`config.mk`:
```
export PLATFORM = sky130hd
export DESIGN_NAME = divider
export DESIGN_NICKNAME = d
export VERILOG_FILES = /design/src/rtl/divider.sv
export SDC_FILE = /design/constraint.sdc
export NUM_CORES = 1
export LEC_CHECK = 0
export CORE_MARGIN = 4
export CORE_UTILIZATION = 53
export CTS_CLUSTER_SIZE = 25
export DETAILED_ROUTE_END_ITERATION = 10
export GPL_TIMING_DRIVEN = 0
export PLACE_DENSITY_LB_ADDON = 0.1
export SLEW_MARGIN = 20
export SYNTH_ARGS = -nofsm -noshare
export SYNTH_HDL_FRONTEND = slang
export SYNTH_SLANG_ARGS = --single-unit
export TNS_END_PERCENT = 100
```
`constraint.sdc`:
```
create_clock -name CLK -period 3.6 [get_ports CLK]
set_input_delay 0.36 -clock CLK [delete_from_list [all_inputs] [get_ports CLK]]
set_output_delay 0.36 -clock CLK [all_outputs]
set_load 0.03 [all_outputs]
```
`src/rtl/divider.sv`:
```
// Multi-cycle restoring integer divider (DIV / DIVU).
// Accepts operands on a one-cycle start pulse in IDLE, performs one
// restoring step per clock in CALC, applies sign correction in FIX and
// returns {remainder, quotient} with a one-cycle valid pulse.
module divider #(
  parameter int DATA_WIDTH = 32
) (
  input  logic                      CLK,
  input  logic                      RST,
  input  logic                      start,
  input  logic                      sign,
  input  logic [DATA_WIDTH-1:0]     Operand1,
  input  logic [DATA_WIDTH-1:0]     Operand2,
  output logic [2*DATA_WIDTH-1:0]   result,
  output logic                      valid,
  output logic                      busy,
  output logic                      div_by_zero
);

  localparam int W  = DATA_WIDTH;
  localparam int CW = $clog2(W) + 1;
  localparam logic [CW-1:0] LAST_STEP = CW'(W - 1);

  typedef enum logic [1:0] {
    IDLE = 2'd0,
    CALC = 2'd1,
    FIX  = 2'd2
  } state_t;

  // Control state
  state_t          state_q;
  logic [CW-1:0]   cnt_q;
  logic [2*W-1:0]  result_q;
  logic            valid_q;
  logic            busy_q;
  logic            dbz_q;

  // Datapath state: operand magnitudes and sign information
  logic [W-1:0]    rem_q;
  logic [W-1:0]    quo_q;
  logic [W-1:0]    dvs_q;
  logic            sign_q;
  logic            neg1_q;
  logic            neg2_q;

  // Next-step and correction values
  logic [W:0]      shift_d;
  logic [W:0]      diff_d;
  logic [W-1:0]    rem_d;
  logic [W-1:0]    quo_d;
  logic [W-1:0]    rem_fix_d;
  logic [W-1:0]    quo_fix_d;
  logic            dbz_d;

  // Two's complement negation modulo 2^W.
  function automatic logic [W-1:0] neg2c(input logic [W-1:0] x);
    return ~x + {{(W-1){1'b0}}, 1'b1};
  endfunction

  // Magnitude of an operand: absolute value for signed ops, raw otherwise.
  // The most-negative value maps onto itself, which reads correctly as
  // the unsigned magnitude 2^(W-1).
  function automatic logic [W-1:0] magnitude(input logic [W-1:0] x,
                                             input logic        is_signed);
    return (is_signed && x[W-1]) ? neg2c(x) : x;
  endfunction

  // One restoring step: shift {rem, quo} left, subtract if it fits.
  always_comb begin
    shift_d = {rem_q, quo_q[W-1]};
    diff_d  = shift_d - {1'b0, dvs_q};
    if (shift_d >= {1'b0, dvs_q}) begin
      rem_d = diff_d[W-1:0];
      quo_d = {quo_q[W-2:0], 1'b1};
    end else begin
      rem_d = shift_d[W-1:0];
      quo_d = {quo_q[W-2:0], 1'b0};
    end
  end

  // Final sign correction; divide-by-zero keeps the all-ones quotient and
  // restores the original dividend as remainder.
  always_comb begin
    dbz_d = (dvs_q == '0);
    // With a zero divisor every step subtracts nothing, so rem_q holds the
    // dividend magnitude; re-applying the dividend sign recovers the
    // dividend exactly as supplied.
    rem_fix_d = (sign_q && neg1_q) ? neg2c(rem_q) : rem_q;
    if (dbz_d) begin
      quo_fix_d = '1;
    end else begin
      quo_fix_d = (sign_q && (neg1_q ^ neg2_q)) ? neg2c(quo_q) : quo_q;
    end
  end

  // Control FSM with registered outputs.
  always_ff @(posedge CLK or negedge RST) begin
    if (!RST) begin
      state_q  <= IDLE;
      cnt_q    <= '0;
      result_q <= '0;
      valid_q  <= 1'b0;
      busy_q   <= 1'b0;
      dbz_q    <= 1'b0;
    end else begin
      valid_q <= 1'b0;
      case (state_q)
        IDLE: begin
          if (start) begin
            state_q <= CALC;
            cnt_q   <= '0;
            busy_q  <= 1'b1;
          end
        end
        CALC: begin
          cnt_q <= cnt_q + CW'(1);
          if (cnt_q == LAST_STEP) begin
            state_q <= FIX;
          end
        end
        FIX: begin
          result_q <= {rem_fix_d, quo_fix_d};
          dbz_q    <= dbz_d;
          valid_q  <= 1'b1;
          busy_q   <= 1'b0;
          state_q  <= IDLE;
        end
        default: begin
          state_q <= IDLE;
          busy_q  <= 1'b0;
        end
      endcase
    end
  end

  // Datapath registers: load magnitudes on an accepted start, step in CALC.
  always_ff @(posedge CLK) begin
    if (state_q == IDLE && start) begin
      rem_q  <= '0;
      quo_q  <= magnitude(Operand1, sign);
      dvs_q  <= magnitude(Operand2, sign);
      sign_q <= sign;
      neg1_q <= Operand1[W-1];
      neg2_q <= Operand2[W-1];
    end else if (state_q == CALC) begin
      rem_q <= rem_d;
      quo_q <= quo_d;
    end
  end

  assign result      = result_q;
  assign valid       = valid_q;
  assign busy        = busy_q;
  assign div_by_zero = dbz_q;

endmodule

```
==> Word-level counts from Yosys, hierarchy flattened <==
Index checks and enable logic that the tools add are counted.
{ "totals": {"regBits": 174, "in_bits": 68, "output_inout_bits": 67, "word_cells": 59} }
{ "classes": {"addsub": 6, "magnitude_cmp": 1, "n_eq_ne": 5, "n_mux": 17, "bitwise": 6, "n_reduce_logical": 12} }
{ "ops": {"columns": ["operator", "count"], "rows": [
  ["$mux W32", 8],
  ["$add A32 B1 Y32 const B", 4],
  ["$not A32 Y32", 4],
  ["$ge A33 B32 Y1", 1],
  ["$logic_not A32 Y1", 1],
  ["$sub A32 B32 Y32", 1],
  ["$pmux W6 S2", 1],
  ["$add A6 B1 Y6 const B", 1],
  ["$eq A6 B5 Y1 const B", 1],
  ["$mux W6", 1],
  ["$reduce_and A2 Y1", 3],
  ["$logic_and A1 B1 Y1", 5],
  ["$mux W2", 2],
  ["$ne A2 B2 Y1 const B", 2],
  ["$pmux W2 S2", 1],
  ["$reduce_bool A2 Y1", 2],
  ["$mux W1", 3],
  ["$eq A2 B1 Y1 const B", 1],
  ["$eq A2 B2 Y1 const B", 1],
  ["$logic_not A2 Y1", 1],
  ["$pmux W1 S2", 1],
  ["$not A1 Y1", 1],
  ["$xor A1 B1 Y1", 1]
]} }

==> Depth between registers and ports, before layout <==
Gate-level depths: netlist (run 1).
{ "logic_depth": {"ltp_word": 4, "mapped_depth": 13, "mapped_depth_nobuf": 11} }

==> Worst setup path after synthesis (run 1) <==
OpenSTA, ideal clock, no wires.
{ "synth_timing": {"path_type": "register to register", "startpoint": "register rem_q[10]", "endpoint": "register rem_q[30]", "setup_ns": 0.096, "arrival_time_ns": 2.598, "t_required_ns": 3.504, "setup_slack_ns": 0.906, "stages_incl_launch_ff": 12, "n_path_buf": 2, "period_less_slack_ns": 2.694, "cell_sequence": "dfxtp_1 > ha_1 > clkbuf_1 > nand2_1 > o21ai_0 > a21oi_1 > or2_2 > a211oi_2 > or2_1 > buf_2 > nand2_1 > o32ai_1"} }
{ "synth_between": {"elab_chain_len": 2, "elab_cells_between_ends": 3, "classes_between": "1 x add/sub; 1 x order compare; 1 x mux"} }
{ "synth_lines": {"columns": ["item", "line", "rtl"], "rows": [
  ["from (decl)", "39", "logic [W-1:0] rem_q;"],
  ["from (signal assigned)", "146", "rem_q <= rem_d;"],
  ["$sub A32 B32 Y32 / $ge A33 B32 Y1 (equally long branches)", "71, 72", null],
  ["$mux W32 *", "72", "if (shift_d >= {1'b0, dvs_q}) begin"]
]} }
Mark *: on every way between the ends. The rest lies on a longest branch, timed or not.
A chain may end at the register's enable or synchronous reset.

==> Final worst setup path (run 1) <==
{ "layout_timing": {"startpoint": "register quo_q[31]", "endpoint": "register rem_q[28]"} }
{ "layout_between": {"elab_chain_len": 2, "elab_cells_between_ends": 3, "classes_between": "1 x add/sub; 1 x order compare; 1 x mux"} }
{ "layout_lines": {"columns": ["item", "line", "rtl"], "rows": [
  ["from (decl)", "40", "logic [W-1:0] quo_q;"],
  ["from (signal assigned)", "140", "quo_q <= magnitude(Operand1, sign);"],
  ["from (signal assigned)", "147", "quo_q <= quo_d;"],
  ["$sub A32 B32 Y32 / $ge A33 B32 Y1 (equally long branches)", "71, 72", null],
  ["$mux W32 *", "72", null]
]} }
Marked as above.

==> impl_metrics.py, run 1 <==
metrics = {
    "clocking": {
        "clock_latency_ns": 0.44,
        "cts.path.max_buffers": 2,
        "cts_buffers": 17,
        "path_clk_slew_ns": 0.07,
        "cts_sinks": 174,
        "cts-htree-levels": 4,
        "root_buffer": "clkbuf_16",
        "cts_tree": "yes",
    },
    "synthesis": {
        "synth.largest_area_cell": "edfxtp_1",
        "synth.area.top_cells": "edfxtp_1 18%, dfrtp_1 17%, o21ai_0 6.3%, a21oi_1 5.9%, dfxtp_1 5.8%",
        "ys_seq_elements": 174,
        "synth_warnings": 0,
        "ys.flop_type": "dfrtp_1",
        "synthesis.nets": 1366,
        "yosysTopAreaCellShare_pct": 18.31,
        "ys_seq_area_share_pct": 41.22,
        "synth_edf_count": 67,
        "synth_cell_types": 72,
        "synthTopCellsByCount": "138 x o21ai_0, 137 x nand2_1, 129 x a21oi_1",
        "syn_area_per_cell_um2": 8.721,
        "syn_inst": 1260,
        "post-synth-top-count-cell": "o21ai_0",
        "synth_area_mm2": 0.01099,
        "postSynth.asyncResetShare_pct": 43.10,
    },
    "finish": {
        "nets": 1522,
        "fill_cells": 1806,
        "n_antenna_cell": 0,
        "final_util_pct": 65.57,
        "multi_input_comb_area_mm2": 0.006028,
        "stdcell_area_mm2": 0.01331,
        "drive_gt1_share_pct": 4.132,
        "syn_to_final_growth_pct": 21.13,
        "seqCellArea_mm2": 0.004529,
    },
    "floorplanning": {
        "pin_count": 135,
        "initial_core_util_pct": 54.13,
        "dieArea_mm2": 0.02310,
        "chipWidth_um": 152.0,
        "core_area_mm2": 0.02030,
        "die_h_um": 152.0,
        "num_rows": 52,
    },
    "timing": {
        "worst_clock_skew_ns": 0.01009,
        "setup_viol": 0,
        "drv_slew": 0,
        "period_needed_ns": 3.392,
        "tns_ns": 0,
        "finalHoldViolCount": 0,
        "relSlewSlack_pct": 51.88,
        "final.period_utilization_pct": 94.23,
        "rsz0062_at_grt": "false",
        "worst_pin_slew_ns": 0.7207,
        "fmax_mhz": 294.8,
        "whs_ns": 0.3991,
    },
    "detailed_routing": {
        "firstDrtPassIters": 5,
        "wl_per_cell_um": 17.47,
        "wl_um": 29660,
        "vias": 9890,
        "first_iter_violations": 733,
        "drc": 0,
        "viasPerCell": 5.824,
        "ant_nets": 0,
    },
    "setup_path": {
        "required_ns": 3.92,
        "critical_path_class": "register to register",
        "critPathArrivalTime_ns": 3.71,
        "startpoint_type": "register",
        "rrSetupSlack_ns": 0.21,
        "worstPathMaxFanout": 4,
        "cp-end-kind": "register",
    },
    "power_and_ir_drop": {
        "powerDensity_mw_per_mm2": 794.3,
        "ir_drop_mv": 0.3809,
        "pwr-share-clk_pct": 17.2,
        "power_frac_seq_pct": 34.9,
        "p_comb_share_pct": 47.9,
        "leakage_nw": 5.335,
        "internal_power_w": 0.006002,
        "p_sw_share_pct": 43.23,
        "power_w": 0.01057,
        "p_switching_w": 0.004570,
    },
    "global_routing": {
        "grt_usage_pct": 25.06,
        "grt_use_met1_pct": 37.99,
        "grt.busiest_layer": "met1",
        "grt_pass1_vias": 9133,
        "gr-usage-met3_pct": 4.608,
        "antenna_found_initial": 0,
        "grt_max_degree": 45,
        "grt_pass1_wl_um": 47890,
        "use_met2_pct": 37.89,
        "grt-ovfl-total": 0,
    },
    "status": {
        "outcome": "finished clean",
    },
    "placement": {
        "dpl.hpwl_um": 22960,
        "place_area_mm2": 0.01271,
        "gp_congestion": 0.9104,
        "place.port_buffers": 134,
    },
    "job": {
        "max-cap-violations": 0,
    },
    "worst_hold_path": {
        "hold_path_class": "input port to async pin",
    },
}
-- registers in the layout (all words and copies together) (netlist names) --
name / cells
busy: 1
cnt_q: 6
div_by_zero: 1
dvs_q: 32
neg1_q: 1
neg2_q: 1
quo_q: 32
rem_q: 32
result: 64
sign_q: 1
state_q: 2
valid: 1
-- repair_timing --
action	4_1_cts	5_1_grt
hold buffers	1	0
gates resized for setup	0	3
hold endpoints to repair	31	0
setup endpoints to repair	0	3
buffers inserted	0	0
-- layer usage --
metal	wire length (um)	vias up	part of all wire [%]
met5	0	-	0
met4	306	0	1.0
met3	2066	27	7.0
met2	13010	342	44
met1	14270	4674	48
li1	-	4847	-
-- power groups by stage --
| stage | Clock (W) | Combinational, W | Sequential (W) |
|---|---|---|---|
| CTS | 0.00182 | 0.00503 | 0.00366 |
| global route | 0.00191 | 0.00556 | 0.00377 |
| global placement | 0 | 0.00493 | 0.00367 |
| finish | 0.00182 | 0.00506 | 0.00369 |
| floorplan | 0 | 0.00290 | 0.00404 |
| detailed placement | 0 | 0.00499 | 0.00370 |
-- layout make-up --
| class | count | area share [%] |
|---|---|---|
| clock inverters | 9 | 0.6204 |
| flip-flops and latches | 174 | 34.03 |
| clock buffers | 22 | 3.657 |
| plain buffers | 60 | 1.739 |
| multi-input cells | 968 | 45.29 |
| well taps | 270 | 2.538 |
| repair buffers | 137 | 10.49 |
| inverters | 58 | 1.636 |
-- critical path: stages, from the launching register on --
cell and delay, ns:
edfxtp_1 0.43, inv_1 0.14, ha_1 0.26, fa_1 0.39, nand2b_1 0.21, a21oi_1 0.37, o21ai_0 0.33, o21ai_0 0.24
o22ai_1 0.18, o41ai_1 0.42, xnor2_1 0.20, o22ai_1 0.10
-- layout by cell type, fill, tap and decap left out, drive strengths merged, types with 32 or more instances in the layout --
cell type,n
nor2,111
o21ai,140
clkbuf,73
a21oi,130
xnor2,71
nand2,138
dfxtp,32
inv,58
edfxtp,67
dfrtp,75
clkdlybuf4s50,133
ha,37
xor2,71
-- path summary, 6_finish.rpt --
| check | start | end | depth (start not counted) |
|---|---|---|---|
| worst min-delay path | RST | result[36]$_DFFE_PN0P_ | 2 |
| worst max-delay path | quo_q[31]$_DFFE_PP_ | rem_q[28]$_SDFFE_PP0P_ | 11 |
| min in group CLK | result[52]$_DFFE_PN0P_ | result[52]$_DFFE_PN0P_ | 2 |
| worst max register to register | quo_q[31]$_DFFE_PP_ | rem_q[28]$_SDFFE_PP0P_ | 11 |
| worst min register to register | result[52]$_DFFE_PN0P_ | result[52]$_DFFE_PN0P_ | 2 |
| max in group asynchronous | RST | result[3]$_DFFE_PN0P_ | 3 |
-- kinds of logic after synthesis --
logic type      after synthesis  share of synthesized area, %
compound gates              385                         20.74
flops                       174                         41.22
xor+xnor                    142                         11.32
fa+ha+maj                    38                         4.395
mux                          16                         1.469
simple gates                387                         16.77
buf+inv                     118                         4.088
-- metrics by stage --
stage / cells / worst slack [ns]
6_report: 1698 / 0.2079
3_3_place_gp: 1664 / -0.5239
5_1_grt: 1698 / 0.03187
2_1_floorplan: 1260 / 0.9059
3_5_place_dp: 1666 / -0.1549
4_1_cts: 1698 / 0.2047
No activity file was read; power rests on OpenSTA's default activity.
==> run 2, diff against run 1 <==
--- a/config.mk
+++ b/config.mk
@@ -5,9 +5,8 @@
 export SDC_FILE = /design/constraint.sdc
 export NUM_CORES = 1
 export LEC_CHECK = 0
-export CORE_MARGIN = 4
 export CORE_UTILIZATION = 53
-export CTS_CLUSTER_SIZE = 25
+export CTS_CLUSTER_SIZE = 10
 export DETAILED_ROUTE_END_ITERATION = 10
 export GPL_TIMING_DRIVEN = 0
 export PLACE_DENSITY_LB_ADDON = 0.1
==> run 2 against run 1 <==
Net effect:
- sequential power about the same
- die area down 7.7%
- clock-buffer cell count unchanged
- highest routed layer unchanged
- worst hold slack better by 0.0090 ns
- largest cell class unchanged
- clock skew about the same
- final cell count about the same
- maximum frequency up 1.4%
==> impl_metrics.py, run 2 (synthesis gave the netlist of run 1 again) <==
metrics = {
    "status": {
        "outcome": "finished clean",
    },
    "power_and_ir_drop": {
        "powerDensity_mw_per_mm2": 792.1,
        "leakage_nw": 5.338,
        "ir_drop_mv": 0.3424,
    },
    "finish": {
        "seqCellArea_mm2": 0.004529,
        "layout_common_cells": "138 x o21ai_0, 137 x nand2_1, 133 x clkdlybuf4s50_1, 129 x a21oi_1, 110 x nor2_1",
        "finalNonFillerCells": 1699,
        "nets": 1522,
        "drive_gt1_share_pct": 4.339,
        "final_common_cell": "o21ai_0",
        "n_antenna_cell": 0,
        "syn_to_final_growth_pct": 20.95,
        "largest_reg_flops": 64,
        "multi_input_comb_area_mm2": 0.006017,
        "fill_cells": 1785,
    },
    "detailed_routing": {
        "wl_um": 28840,
        "drc": 0,
        "vias": 9791,
        "wl_per_cell_um": 16.97,
        "first_iter_violations": 909,
        "viasPerCell": 5.763,
        "firstDrtPassIters": 5,
        "ant_nets": 0,
    },
    "timing": {
        "rsz0062_at_grt": "false",
        "fmax_mhz": 298.9,
        "final.period_utilization_pct": 92.94,
        "relSlewSlack_pct": 37.72,
        "timing.final.ws_setup_ns": 0.2540,
        "finalHoldViolCount": 0,
        "period_needed_ns": 3.346,
        "drv_slew": 0,
        "worst_pin_slew_ns": 0.9256,
        "worst_clock_skew_ns": 0.009738,
        "setup_viol": 0,
    },
    "setup_path": {
        "rrSetupSlack_ns": 0.25,
        "r2r_start": "rem_q[9]$_SDFFE_PP0P_",
        "startpoint_type": "register",
        "crit_path_start": "rem_q[9]$_SDFFE_PP0P_",
        "worstPathMaxFanout": 10,
        "critPathArrivalTime_ns": 3.69,
        "critical_path_class": "register to register",
        "cp-end-kind": "register",
        "rr_endpoint": "rem_q[30]$_SDFFE_PP0P_",
        "required_ns": 3.94,
        "worstRegToRegCells": 11,
    },
    "clocking": {
        "cts.path.max_buffers": 2,
        "post_cts_buffers": 0,
        "cts_tree": "yes",
        "root_buffer": "clkbuf_16",
        "cts-htree-levels": 4,
        "clock_latency_ns": 0.44,
        "path_clk_slew_ns": 0.07,
        "cts_sinks": 174,
        "cts_buffers": 17,
    },
    "placement": {
        "placed_cells": 1666,
        "pre_cts_slack_ns": -0.07079,
        "gp_congestion": 0.8961,
        "dpl.hpwl_um": 22310,
        "place.port_buffers": 134,
    },
    "global_routing": {
        "grt_pass1_vias": 9032,
        "grt_max_degree": 44,
        "grt-ovfl-total": 0,
        "grt_usage_pct": 27.83,
        "antenna_found_initial": 0,
        "grt_pass1_wl_um": 47190,
    },
    "floorplanning": {
        "dieArea_mm2": 0.02131,
        "initial_core_util_pct": 54.13,
        "chipWidth_um": 146.0,
        "die_h_um": 146.0,
        "pin_count": 135,
        "core_area_mm2": 0.02030,
        "num_rows": 52,
    },
    "worst_hold_path": {
        "hold_path_class": "input port to async pin",
    },
    "job": {
        "max-cap-violations": 0,
    },
}
[run 2: final cells by class]
| class | count | area share [%] |
|---|---|---|
| Multi-Input combinational cell | 968 | 45.27 |
| Inverter | 58 | 1.638 |
| Timing Repair Buffer | 137 | 10.51 |
| Clock buffer | 22 | 3.653 |
| Tap cell | 270 | 2.542 |
| Clock inverter | 10 | 0.5649 |
| Sequential cell | 174 | 34.08 |
| Buffer | 60 | 1.742 |
[run 2: how the worst max path moves through the flow]
stage | end | slack, ns | depth (start not counted)
after floorplan | rem_q[30]$_SDFFE_PP0P_ | 0.91 | 11
after global placement | result[17]$_DFFE_PN0P_ | -0.47 | 1
after detailed placement | quo_q[27]$_DFFE_PP_ | -0.07 | 9
after CTS | rem_q[28]$_SDFFE_PP0P_ | 0.27 | 11
after global routing | quo_q[27]$_DFFE_PP_ | 0.04 | 9
final | rem_q[30]$_SDFFE_PP0P_ | 0.25 | 11
[run 2: what timing repair did]
item / 4_1_cts / 5_1_grt
endpoints found under the setup margin: 0 / 1
hold buffers: 1 / 0
resized for setup: 0 / 1
hold endpoints to repair: 32 / 0
[run 2: routing by layer]
layer	track usage (%)	up-vias	routed length [um]
met4	7.292	0	434
met2	40.79	406	12230
met5	0	-	0
li1	-	4830	-
met1	42.21	4518	13990
met3	4.859	37	2179
[run 2: worst max-delay path: stages, from the launching register on]
cell and delay [ns]:
dfxtp_1 0.41, ha_1 0.32, clkbuf_1 0.28, a21oi_1 0.12, o21ai_0 0.22, a21oi_1 0.13
or2_2 0.34, a211oi_2 0.43, or2_1 0.18, buf_2 0.27, nand2_1 0.24, o32ai_1 0.31
[run 2: report_power, final]
| part | internal (W) | switching [W] | total [W] |
|---|---|---|---|
| registers | 0.00282 | 0.000848 | 0.00367 |
| logic | 0.00215 | 0.00292 | 0.00507 |
| clock network | 0.000971 | 0.000812 | 0.00178 |
[run 2: through the flow]
step	utilization [%]	TNS (ns)	hold slack [ns]	cell area, um2	power (W)
after floorplan	-	0	0.06441	10990	0.006936
after global placement	62.40	-34.38	0.4622	12670	0.008576
after detailed placement	62.62	-0.1272	0.3337	12710	0.008670
after CTS	65.43	0	0.4212	13280	0.01046
after global routing	65.47	0	0.4516	13290	0.01124
final	65.47	0	0.4081	13290	0.01053
==> run 3, diff against run 2 <==
--- a/config.mk
+++ b/config.mk
@@ -5,6 +5,7 @@
 export SDC_FILE = /design/constraint.sdc
 export NUM_CORES = 1
 export LEC_CHECK = 0
+export CAP_MARGIN = 20
 export CORE_UTILIZATION = 53
 export CTS_CLUSTER_SIZE = 10
 export DETAILED_ROUTE_END_ITERATION = 10
==> results of run 3 <==
The final DEF is identical to that of run 2; final timing and power are the same.
